`config.mk`:
```
export PLATFORM = sky130hd
export DESIGN_NAME = tennis_rally_engine_flat
export DESIGN_NICKNAME = d
export VERILOG_FILES = /design/src/rtl/tennis_rally_engine_if.sv /design/src/rtl/tennis_rally_engine.sv /design/src/flat_wrapper.sv
export SDC_FILE = /design/constraint.sdc
export NUM_CORES = 1
export LEC_CHECK = 0
export ABC_CLOCK_PERIOD_IN_PS = 2900
export CAP_MARGIN = 20
export CORE_MARGIN = 1
export CORE_UTILIZATION = 50
export CTS_BUF_LIST = sky130_fd_sc_hd__clkbuf_4 sky130_fd_sc_hd__clkbuf_8 sky130_fd_sc_hd__clkbuf_16
export CTS_CLUSTER_SIZE = 12
export DETAILED_ROUTE_END_ITERATION = 10
export PLACE_DENSITY = 0.83
export SKIP_LAST_GASP = 1
export SLEW_MARGIN = 20
export SYNTH_ARGS = -nofsm -noshare
export SYNTH_HDL_FRONTEND = slang
export SYNTH_SLANG_ARGS = --single-unit
```
`constraint.sdc`:
```
create_clock -name clk -period 2.9 [get_ports clk]
set_input_delay 0.29 -clock clk [delete_from_list [all_inputs] [get_ports clk]]
set_output_delay 0.29 -clock clk [all_outputs]
set_load 0.1 [all_outputs]
```
`src/rtl/tennis_rally_engine_if.sv`:
```
// Player/display bus for the tennis rally core.
// master: debouncer/display side; slave: the rally engine.
interface tennis_rally_engine_if #(
   parameter int unsigned N_LEDS  = 16,
   parameter int unsigned SCORE_W = 4
);
   logic                right_hit;
   logic                left_hit;
   logic [N_LEDS-1:0]   ball;
   logic [SCORE_W-1:0]  score_right;
   logic [SCORE_W-1:0]  score_left;
   logic                point_pulse;
   logic [1:0]          winner;

   modport master (
      output right_hit, left_hit,
      input  ball, score_right, score_left, point_pulse, winner
   );

   modport slave (
      input  right_hit, left_hit,
      output ball, score_right, score_left, point_pulse, winner
   );
endinterface

```
`src/rtl/tennis_rally_engine.sv`:
```
// Two-player LED tennis core: a lit position bounces between the ends at a
// divided step rate, players return it inside a hit window, misses score.
// Optional feature macro: TENNIS_SPEEDUP_EN (step period shortens with the
// number of returns in the current rally; default build keeps it constant).
module tennis_rally_engine #(
   parameter int unsigned N_LEDS    = 16,
   parameter int unsigned TICK_DIV  = 8,
   parameter int unsigned HIT_WIN   = 2,
   parameter int unsigned SCORE_W   = 4,
   parameter int unsigned WIN_SCORE = 7
) (
   input  logic                 clk,
   input  logic                 reset,
   tennis_rally_engine_if.slave bus
);
   localparam int unsigned POS_W   = $clog2(N_LEDS);
   localparam int unsigned DIV_W   = $clog2(TICK_DIV);
   localparam int unsigned PER_W   = $clog2(TICK_DIV + 1);
   localparam int unsigned QUARTER = TICK_DIV / 4;

   localparam logic [POS_W-1:0]   POS_MAX    = POS_W'(N_LEDS - 1);
   localparam logic [POS_W-1:0]   RWIN_HI    = POS_W'(HIT_WIN);
   localparam logic [POS_W-1:0]   LWIN_LO    = POS_W'(N_LEDS - 1 - HIT_WIN);
   localparam logic [N_LEDS-1:0]  BALL_RIGHT = N_LEDS'(1);
   localparam logic [N_LEDS-1:0]  BALL_LEFT  = {1'b1, {(N_LEDS-1){1'b0}}};
   localparam logic [SCORE_W-1:0] SCORE_WIN  = SCORE_W'(WIN_SCORE);
   localparam logic [DIV_W-1:0]   DIV_LAST   = DIV_W'(TICK_DIV - 1);

   localparam logic SIDE_RIGHT = 1'b0;
   localparam logic SIDE_LEFT  = 1'b1;
   localparam logic DIR_DOWN   = 1'b0;
   localparam logic DIR_UP     = 1'b1;

   typedef enum logic [1:0] {
      ST_IDLE  = 2'd0,
      ST_RALLY = 2'd1,
      ST_POINT = 2'd2,
      ST_OVER  = 2'd3
   } state_t;

   state_t              r_state,   w_state_nxt;
   logic                r_server,  w_server_nxt;
   logic [POS_W-1:0]    r_pos,     w_pos_nxt;
   logic                r_dir,     w_dir_nxt;
   logic [DIV_W-1:0]    r_div,     w_div_nxt;
   logic [SCORE_W-1:0]  r_score_r, w_score_r_nxt;
   logic [SCORE_W-1:0]  r_score_l, w_score_l_nxt;
   logic                r_point,   w_point_nxt;
   logic [1:0]          r_winner,  w_winner_nxt;
   logic [N_LEDS-1:0]   r_ball,    w_ball_nxt;

   logic [PER_W-1:0]    w_period;
   logic                w_rhit_ok;
   logic                w_lhit_ok;
   logic                w_dir_hit;
   logic                w_step;
   logic                w_miss_left;
   logic                w_miss_right;
   logic                w_serve;
   logic [POS_W-1:0]    w_pos_step;

`ifdef TENNIS_SPEEDUP_EN
   logic [1:0]          r_returns, w_returns_nxt;
   logic [PER_W-1:0]    r_period,  w_period_nxt;

   assign w_period = r_period;
`else
   assign w_period = PER_W'(TICK_DIV);
`endif

   // Direction-qualified hits: at most one of these can be true in a cycle.
   assign w_rhit_ok = (r_state == ST_RALLY) && bus.right_hit &&
                      (r_dir == DIR_DOWN) && (r_pos < RWIN_HI);
   assign w_lhit_ok = (r_state == ST_RALLY) && bus.left_hit &&
                      (r_dir == DIR_UP) && (r_pos > LWIN_LO);

   // Direction after this cycle's hit; a coincident step already uses it.
   assign w_dir_hit = w_rhit_ok ? DIR_UP : (w_lhit_ok ? DIR_DOWN : r_dir);

   assign w_step       = (r_state == ST_RALLY) &&
                         (PER_W'(r_div) == (w_period - PER_W'(1)));
   assign w_miss_left  = w_step && (w_dir_hit == DIR_DOWN) && (r_pos == '0);
   assign w_miss_right = w_step && (w_dir_hit == DIR_UP) && (r_pos == POS_MAX);
   assign w_pos_step   = (w_dir_hit == DIR_UP) ? (r_pos + POS_W'(1))
                                               : (r_pos - POS_W'(1));

   assign w_serve = (r_server == SIDE_RIGHT) ? bus.right_hit : bus.left_hit;

   // Next-state and next-output logic for the rally FSM.
   always_comb begin
      w_state_nxt   = r_state;
      w_server_nxt  = r_server;
      w_pos_nxt     = r_pos;
      w_dir_nxt     = r_dir;
      w_div_nxt     = r_div;
      w_score_r_nxt = r_score_r;
      w_score_l_nxt = r_score_l;
      w_point_nxt   = 1'b0;
      w_winner_nxt  = r_winner;
      w_ball_nxt    = r_ball;
`ifdef TENNIS_SPEEDUP_EN
      w_returns_nxt = r_returns;
      w_period_nxt  = r_period;
`endif

      case (r_state)
         ST_IDLE: begin
            if (w_serve) begin
               w_state_nxt = ST_RALLY;
               w_div_nxt   = '0;
               if (r_server == SIDE_LEFT) begin
                  w_pos_nxt  = POS_MAX;
                  w_dir_nxt  = DIR_DOWN;
                  w_ball_nxt = BALL_LEFT;
               end else begin
                  w_pos_nxt  = '0;
                  w_dir_nxt  = DIR_UP;
                  w_ball_nxt = BALL_RIGHT;
               end
`ifdef TENNIS_SPEEDUP_EN
               w_returns_nxt = 2'd0;
               w_period_nxt  = PER_W'(TICK_DIV);
`endif
            end
         end

         ST_RALLY: begin
            w_dir_nxt = w_dir_hit;
`ifdef TENNIS_SPEEDUP_EN
            if ((w_rhit_ok || w_lhit_ok) && (r_returns != 2'd3)) begin
               w_returns_nxt = r_returns + 2'd1;
            end
            // New period only takes effect at a divider wrap.
            if (w_step) begin
               w_period_nxt = PER_W'(TICK_DIV - (32'(w_returns_nxt) * QUARTER));
            end
`endif
            if (w_step) begin
               w_div_nxt = '0;
               if (w_miss_left || w_miss_right) begin
                  w_state_nxt = ST_POINT;
                  w_ball_nxt  = '1;
                  w_point_nxt = 1'b1;
                  if (w_miss_right) begin
                     w_server_nxt = SIDE_RIGHT;
                     if (r_score_r != SCORE_WIN) begin
                        w_score_r_nxt = r_score_r + SCORE_W'(1);
                     end
                  end else begin
                     w_server_nxt = SIDE_LEFT;
                     if (r_score_l != SCORE_WIN) begin
                        w_score_l_nxt = r_score_l + SCORE_W'(1);
                     end
                  end
               end else begin
                  w_pos_nxt  = w_pos_step;
                  w_ball_nxt = N_LEDS'(1) << w_pos_step;
               end
            end else begin
               w_div_nxt = r_div + DIV_W'(1);
            end
         end

         ST_POINT: begin
            // Flash all LEDs for TICK_DIV cycles, then serve again or end the match.
            if (r_div == DIV_LAST) begin
               w_div_nxt = '0;
               if (r_score_r == SCORE_WIN) begin
                  w_state_nxt  = ST_OVER;
                  w_winner_nxt = 2'b01;
               end else if (r_score_l == SCORE_WIN) begin
                  w_state_nxt  = ST_OVER;
                  w_winner_nxt = 2'b10;
               end else begin
                  w_state_nxt = ST_IDLE;
                  w_ball_nxt  = (r_server == SIDE_LEFT) ? BALL_LEFT : BALL_RIGHT;
               end
            end else begin
               w_div_nxt = r_div + DIV_W'(1);
            end
         end

         ST_OVER: begin
            w_ball_nxt = '1;
         end

         default: begin
            w_state_nxt = ST_IDLE;
         end
      endcase
   end

   // State and datapath registers; synchronous reset overrides everything.
   always_ff @(posedge clk) begin
      if (reset) begin
         r_state   <= ST_IDLE;
         r_server  <= SIDE_RIGHT;
         r_pos     <= '0;
         r_dir     <= DIR_UP;
         r_div     <= '0;
         r_score_r <= '0;
         r_score_l <= '0;
         r_point   <= 1'b0;
         r_winner  <= 2'b00;
         r_ball    <= BALL_RIGHT;
`ifdef TENNIS_SPEEDUP_EN
         r_returns <= 2'd0;
         r_period  <= PER_W'(TICK_DIV);
`endif
      end else begin
         r_state   <= w_state_nxt;
         r_server  <= w_server_nxt;
         r_pos     <= w_pos_nxt;
         r_dir     <= w_dir_nxt;
         r_div     <= w_div_nxt;
         r_score_r <= w_score_r_nxt;
         r_score_l <= w_score_l_nxt;
         r_point   <= w_point_nxt;
         r_winner  <= w_winner_nxt;
         r_ball    <= w_ball_nxt;
`ifdef TENNIS_SPEEDUP_EN
         r_returns <= w_returns_nxt;
         r_period  <= w_period_nxt;
`endif
      end
   end

   assign bus.ball        = r_ball;
   assign bus.score_right = r_score_r;
   assign bus.score_left  = r_score_l;
   assign bus.point_pulse = r_point;
   assign bus.winner      = r_winner;
endmodule
```
`src/flat_wrapper.sv`:
```
// flat-port wrapper written by rule: the top's interface ports become plain ports
module tennis_rally_engine_flat 
#(
   parameter int unsigned N_LEDS    = 16,
   parameter int unsigned TICK_DIV  = 8,
   parameter int unsigned HIT_WIN   = 2,
   parameter int unsigned SCORE_W   = 4,
   parameter int unsigned WIN_SCORE = 7
)
  (clk, reset, bus_right_hit, bus_left_hit, bus_ball, bus_score_right, bus_score_left, bus_point_pulse, bus_winner);
  tennis_rally_engine_if #(.N_LEDS(N_LEDS), .SCORE_W(SCORE_W)) bus_i ();
  input  logic clk;
  input  logic reset;
  input wire logic [$bits(bus_i.right_hit)-1:0] bus_right_hit;
  input wire logic [$bits(bus_i.left_hit)-1:0] bus_left_hit;
  output wire logic [$bits(bus_i.ball)-1:0] bus_ball;
  output wire logic [$bits(bus_i.score_right)-1:0] bus_score_right;
  output wire logic [$bits(bus_i.score_left)-1:0] bus_score_left;
  output wire logic [$bits(bus_i.point_pulse)-1:0] bus_point_pulse;
  output wire logic [$bits(bus_i.winner)-1:0] bus_winner;
  assign bus_i.right_hit = bus_right_hit;
  assign bus_i.left_hit = bus_left_hit;
  assign bus_ball = bus_i.ball;
  assign bus_score_right = bus_i.score_right;
  assign bus_score_left = bus_i.score_left;
  assign bus_point_pulse = bus_i.point_pulse;
  assign bus_winner = bus_i.winner;
  tennis_rally_engine #(.N_LEDS(N_LEDS), .TICK_DIV(TICK_DIV), .HIT_WIN(HIT_WIN), .SCORE_W(SCORE_W), .WIN_SCORE(WIN_SCORE)) u_core (.clk(clk), .reset(reset), .bus(bus_i));
endmodule
```
==> impl_metrics.tcl, run 1 <==
set metrics [dict create \
    hpwl_um 4271 \
    final.period_utilization_pct 95.17 \
    use_met1_pct 31.06 \
    grt_max_degree 31 \
    yosysSeqAreaShare_pct 33.06 \
    r2r-end "u_core.bus.ball[14]" \
    port_buffers 30 \
    path_clk_slew_ps 70 \
    grt_pass1_wl_um 9715 \
    grt-busiest-layer "met2" \
    synthCells 280 \
    pwr_density_cell_nw_per_um2 750.8 \
    die_width_um 69.84 \
    hold_viol_final 0 \
    slew_viol_final 0 \
    grt_pass1_vias 2104 \
    nNetsFinal 343 \
    coreArea_um2 4384 \
    skew_ps 4.202 \
    crit_type "flop to flop" \
    final_area_um2 2859 \
    finalSetupViolCount 0 \
    areaGrowthSynthToFinish_pct 24.25 \
    power.leakage_uw 0.001101 \
    ios 31 \
    use_met3_pct 4.797 \
    required_ps 3080 \
    syn-num-nets 300 \
    cts_buffer_depth 2 \
    drt_first_pass_iters 4 \
    htreeDepth 2 \
    yosysWarnings 0 \
    grt_antenna_before_repair 0 \
    wl_um 5903 \
    synth_area_per_cell_um2 8.218 \
    power.total_uw 2147 \
    r2r_cells 10 \
    avgRoutedWirePerCell_um 15.74 \
    drtIter0Drc 155 \
    ir_worst_vdd_uv 394.2 \
    cp-startpoint "u_core.r_pos[2]" \
    synth.distinct_cells 50 \
    synth-xor-area-share_pct 1.523 \
    cp-end-kind "flop" \
    grtUsageMet2_pct 40.60 \
    synthMuxAreaShare_pct 2.229 \
    die_h_um 69.84 \
    critPathMostFrequentCell "nor2_2" \
    start_kind "flop" \
    synthArstFlopShare_pct 0 \
    vias 2298 \
    worstPathCellList "nand3_1, nor2_2, nor2_2, inv_2, ha_4, and3_1, o21ai_4, a211oi_2, or4_1, a221oi_1" \
    rsz0062_at_grt "yes" \
    synth_edf_count 0 \
    final_cells 375 \
    drcViolationCount 0 \
    fin_crit_ps 2760 \
    slowest_stage "or4_1" \
    antenna_cells 0 \
    final_core_utilization_pct 65.21 \
    vias_per_cell 6.128 \
    slowest_delay_ps 550 \
    ant_nets 0 \
    drive_above_1_share_pct 23.53 \
    rr_startpoint "u_core.r_pos[2]" \
    ys.flop_type "dfxtp_1" \
    maxCapViolations 0 \
    tightestPinTransition_ps 996.4 \
    place_congestion 0.8930 \
    place_area_um2 2731 \
    outcome "finished, final reports clean" \
    numCtsBuffers 5 \
    netlist_area_um2 2301 \
    die_area_um2 4877 \
    maxSlewHeadroom_pct 33.36 \
    clock_sinks 38 \
    synth_simple_gate_area_share_pct 23.06 \
    min-delay-path-class "flop to flop" \
    clock.fmax_mhz 362.3 \
    crit_fanout 7 \
    gr-usage-all-layers_pct 24.41 \
    synth_compound_area_share_pct 26.43 \
    grt_overflow 0 \
    clockRootBuffer "clkbuf_8" \
    post-cts-setup-buffers 0 \
    synth_fa_ha_area_share_pct 9.027 \
    hold_buffers 0 \
    cts_tree "done" \
    initial_core_util_pct 52.48 \
    critPathCapture "u_core.bus.ball[14]" \
    ys_seq_elements 38 \
    reg2reg_slack_ps 140 \
    placed_cells 367 \
    clk_latency_ps 290 \
    num_rows 24 \
    critPathArrivalTime_ps 2940 \
    synth_top_family_by_area "compound AO/OA/AOI/OAI gates" \
]
[cell usage after synthesis (all sizes together), types with 2 or more instances]
| master | n | area share [%] |
|---|---|---|
| a211o | 2 | 0.76 |
| a211oi | 2 | 0.65 |
| a21o | 5 | 1.6 |
| a21oi | 32 | 7.0 |
| a221oi | 14 | 5.3 |
| a31oi | 3 | 1.5 |
| a41oi | 2 | 0.76 |
| and3 | 4 | 1.1 |
| and3b | 3 | 1.1 |
| buf | 4 | 0.92 |
| clkbuf | 12 | 2.0 |
| dfxtp | 38 | 33 |
| ha | 15 | 8.2 |
| inv | 11 | 1.8 |
| mux2i | 4 | 1.7 |
| nand2 | 25 | 4.1 |
| nand3 | 15 | 3.3 |
| nor2 | 18 | 2.9 |
| nor2b | 2 | 0.54 |
| nor3 | 10 | 2.7 |
| o211ai | 11 | 3.8 |
| o21ai | 13 | 2.8 |
| or2 | 4 | 1.1 |
| or4 | 9 | 3.1 |
| xnor2 | 2 | 0.76 |
| xor2 | 2 | 0.76 |
[timing repair]
action                     4_1_cts  5_1_grt
cloned                           0        1
setup endpoints to repair        7       15
hold endpoints to repair         0        0
gates resized for setup          1        5
pin swaps                        0        1
[flip-flops by register name (all words and copies together) (netlist names)]
| signal | count |
|---|---|
| u_core.bus.ball | 16 |
| u_core.bus.point_pulse | 1 |
| u_core.bus.score_left | 4 |
| u_core.bus.score_right | 4 |
| u_core.bus.winner | 2 |
| u_core.r_dir | 1 |
| u_core.r_div | 3 |
| u_core.r_pos | 4 |
| u_core.r_server | 1 |
| u_core.r_state | 2 |
[power by group]
part	leakage, µW	total, µW	internal, µW	switching [µW]
Clock	0.0000452	373	185	188
Combinational	0.000748	1140	436	706
Sequential	0.000308	632	568	63.7
Total	0.00110	2150	1190	958
[per-stage QoR]
| stage | setup slack (ps) | setup TNS [ps] | hold WS [ps] |
|---|---|---|---|
| after floorplan | 7.199 | 0 | 453.3 |
| after global placement | -44.60 | -263.9 | 464.2 |
| after detailed placement | -158.8 | -1340 | 480.5 |
| after CTS | 86.17 | 0 | 490.8 |
| after global routing | -26.98 | -91.90 | 510.5 |
| final | 140.2 | 0 | 487.1 |
[cell type report]
cell class | instances | area, µm²
fill | 394 | 1525
clock buffer | 7 | 83.83
inverter | 11 | 41.29
multi-input combinational | 216 | 1516
timing repair buffer | 51 | 390.4
sequential | 38 | 762.0
tap | 52 | 65.06
[cell families after synthesis]
group | after synthesis
and+or+nand+nor | 100
AOI/OAI and AO/OA | 90
DFF | 38
buffers and inverters | 27
adders and majority gates | 16
muxes | 5
xor gates and xnor gates | 4
[worst max-delay path, delay by kind of cell, from the launching register on]
family	cells	cell delay, ps
buf+inv	1	90
simple gates	5	1220
compound gates	3	630
flops	1	490
fa+ha+maj	1	210
[worst min path at each step]
stage | start | to | slack [ps] | cells after the start
2_1_floorplan | u_core.r_div[1] | u_core.r_div[1] | 450 | 2
3_3_place_gp | u_core.r_div[2] | u_core.r_div[2] | 460 | 2
3_5_place_dp | u_core.r_div[2] | u_core.r_div[2] | 480 | 2
4_1_cts | u_core.r_div[2] | u_core.r_div[2] | 490 | 2
5_1_grt | u_core.bus.ball[8] | u_core.bus.ball[8] | 510 | 2
6_report | u_core.r_div[1] | u_core.r_div[1] | 490 | 2
[placed cells by master, fill, tap and decap left out, drive strengths merged, types with 3 or more instances in the layout]
| cell | Yosys | routed |
|---|---|---|
| buf | 4 | 48 |
| dfxtp | 38 | 38 |
| a21oi | 32 | 32 |
| nand2 | 25 | 25 |
| nor2 | 18 | 18 |
| nand3 | 15 | 15 |
| ha | 15 | 15 |
| a221oi | 14 | 14 |
| o21ai | 13 | 13 |
| inv | 11 | 11 |
| o211ai | 11 | 11 |
| nor3 | 10 | 10 |
| or4 | 9 | 9 |
| clkbuf | 12 | 7 |
| a21o | 5 | 5 |
| mux2i | 4 | 4 |
| and3 | 4 | 4 |
| or2 | 4 | 4 |
| and3b | 3 | 3 |
| clkdlybuf4s50 | 0 | 3 |
| a31oi | 3 | 3 |
| a211oi | 2 | 3 |
[layer usage]
| layer | routed length [µm] | part of all wire (%) |
|---|---|---|
| met5 | 0 | 0 |
| met4 | 113 | 1.9 |
| met2 | 2906 | 49 |
| met1 | 2624 | 44 |
| met3 | 259 | 4.4 |
No activity file was read; power rests on OpenSTA's default activity.
==> run 2, diff against run 1 <==
- GPL_TIMING_DRIVEN: default -> 0
==> impl_metrics.tcl, run 2 (synthesis results as in run 1) <==
set metrics [dict create \
    met3_length_um 301 \
    final_core_utilization_pct 67.98 \
    min-delay-path-class "flop to flop" \
    ios 31 \
    areaGrowthSynthToFinish_pct 29.53 \
    gr-usage-all-layers_pct 25.63 \
    start_kind "flop" \
    avgRoutedWirePerCell_um 16.19 \
    die_h_um 69.84 \
    vias_per_cell 6.161 \
    nNetsFinal 346 \
    ir_worst_vdd_uv 333.9 \
    place_ws_ps -412.2 \
    grt_antenna_before_repair 0 \
    die_area_um2 4877 \
    multi_input_area_um2 1564 \
    hold_buffers 0 \
    worst_slack_ps 112.9 \
    finalSetupViolCount 0 \
    reg2reg_slack_ps 110 \
    drcViolationCount 0 \
    top_layer_used "met4" \
    clockRootBuffer "clkbuf_8" \
    final_common_cell "dfxtp_1" \
    hpwl_um 4215 \
    slowest_delay_ps 490 \
    crit_fanout 10 \
    grt_pass1_wl_um 10040 \
    r2r-end "u_core.bus.ball[13]" \
    required_ps 3120 \
    tightestPinTransition_ps 976.8 \
    hold-path-endpoint "u_core.r_div[2]" \
    critPathArrivalTime_ps 3000 \
    rr_startpoint "u_core.r_state[1]" \
    grt_pass1_vias 2202 \
    clock.fmax_mhz 358.8 \
    ff_latch_area_um2 764.5 \
    skew_ps 5.824 \
    cp_top_family "simple AND/OR/NAND/NOR gates" \
    slowest_stage "or4_4" \
    cp-end-kind "flop" \
    num_rows 24 \
    place_area_um2 2709 \
    r2r_cells 14 \
    n_fill_cell 375 \
    fin_crit_ps 2787 \
    ant_nets 0 \
    coreArea_um2 4384 \
    cts_buffer_depth 2 \
    largest_register_ff_count 16 \
    crit_buf_inv 4 \
    slew_viol_final 0 \
    maxSlewHeadroom_pct 34.67 \
    maxCapViolations 0 \
    clk_latency_ps 300 \
    initial_core_util_pct 52.48 \
    hold_depth 2 \
    final.period_utilization_pct 96.11 \
    crit_type "flop to flop" \
    routed-wl-met2_um 3109 \
    htreeDepth 2 \
    antenna_cells 0 \
    path_clk_slew_ps 80 \
    port_buffers 30 \
    drt-met1-wl_um 2601 \
    grt_overflow 0 \
    grt_max_degree 12 \
    drive_above_1_share_pct 16.21 \
    hold_start "u_core.r_div[2]" \
    outcome "finished, final reports clean" \
    hold_viol_final 0 \
    numCtsBuffers 5 \
    cts_tree "done" \
    place_congestion 0.8873 \
    worstPathCellList "inv_2, ha_2, buf_6, nand3_4, nor2_4, nor2_4, inv_2, ha_4, and3_4, nor3_4, a211oi_2, buf_4, or4_4, a221oi_2" \
    pwr_density_cell_nw_per_um2 724.3 \
    vias 2335 \
    drtIter0Drc 192 \
    layout_common_cells "dfxtp_1 (35), a21oi_1 (30), clkdlybuf4s50_1 (30)" \
    power.leakage_uw 0.001032 \
    clock_sinks 38 \
    final_area_um2 2980 \
    die_width_um 69.84 \
    drt_first_pass_iters 4 \
    wl_um 6136 \
]
## run 2: cell count changes in the layout (fill, tap and decap cells not counted), sizes merged
cell,previous run,this run
clkinv,0,1
clkbuf,7,18
a211oi,3,2
clkdlybuf4s50,3,30
buf,48,14
## run 2: worst max-delay path by stage
stage	from	slack, ps	cells past startpoint	endpoint
finish	u_core.r_state[1]	110	14	u_core.bus.ball[13]
CTS	u_core.r_state[1]	10	14	u_core.bus.ball[13]
detailed placement	bus_right_hit	-410	11	u_core.bus.ball[3]
floorplan	u_core.r_state[1]	7	13	u_core.bus.ball[13]
global placement	bus_right_hit	-320	11	u_core.bus.ball[13]
global route	u_core.r_state[1]	-40	14	u_core.bus.ball[13]
## run 2: through the flow
stage	hold WS, ps	power, µW	instances	setup TNS [ps]
floorplan	453.3	1382	280	0
global placement	468.2	1581	362	-3328
detailed placement	472.1	1602	362	-4332
CTS	483.0	2064	375	0
global route	511.5	2276	379	-47.64
finish	481.1	2159	379	0
## run 2: worst min-delay path: cells and delay by family, from the launching register on
kind | cells | cell delay [ps]
AOI/OAI and AO/OA | 2 | 130
DFF | 1 | 320
## run 2: where the power goes
part           leakage [µW]  switching [µW]  internal [µW]  total (µW)
registers          0.000309            71.8            569         641
logic              0.000672             717            406        1120
clock network     0.0000517             194            201         395
total               0.00103             982           1180        2160
## run 2: timing repair
item,4_1_cts,5_1_grt
pin swaps,4,5
resized for setup,11,17
endpoints found under the setup margin,15,14
buffers inserted,5,4
## run 2: layout make-up
class	instances	area share [%]
repair buffers	39	12.34
well taps	52	2.183
plain buffers	16	2.771
flip-flops and latches	38	25.65
inverters	11	1.385
clock inverters	1	0.1679
clock buffers	7	3.023
multi-input cells	215	52.48
## run 2: per-layer routing
| metal | up-vias | global-route usage (%) |
|---|---|---|
| met2 | 82 | 44.87 |
| met4 | 0 | 10.89 |
| li1 | 1137 | - |
| met5 | - | 0 |
| met1 | 1102 | 30.22 |
| met3 | 14 | 5.087 |
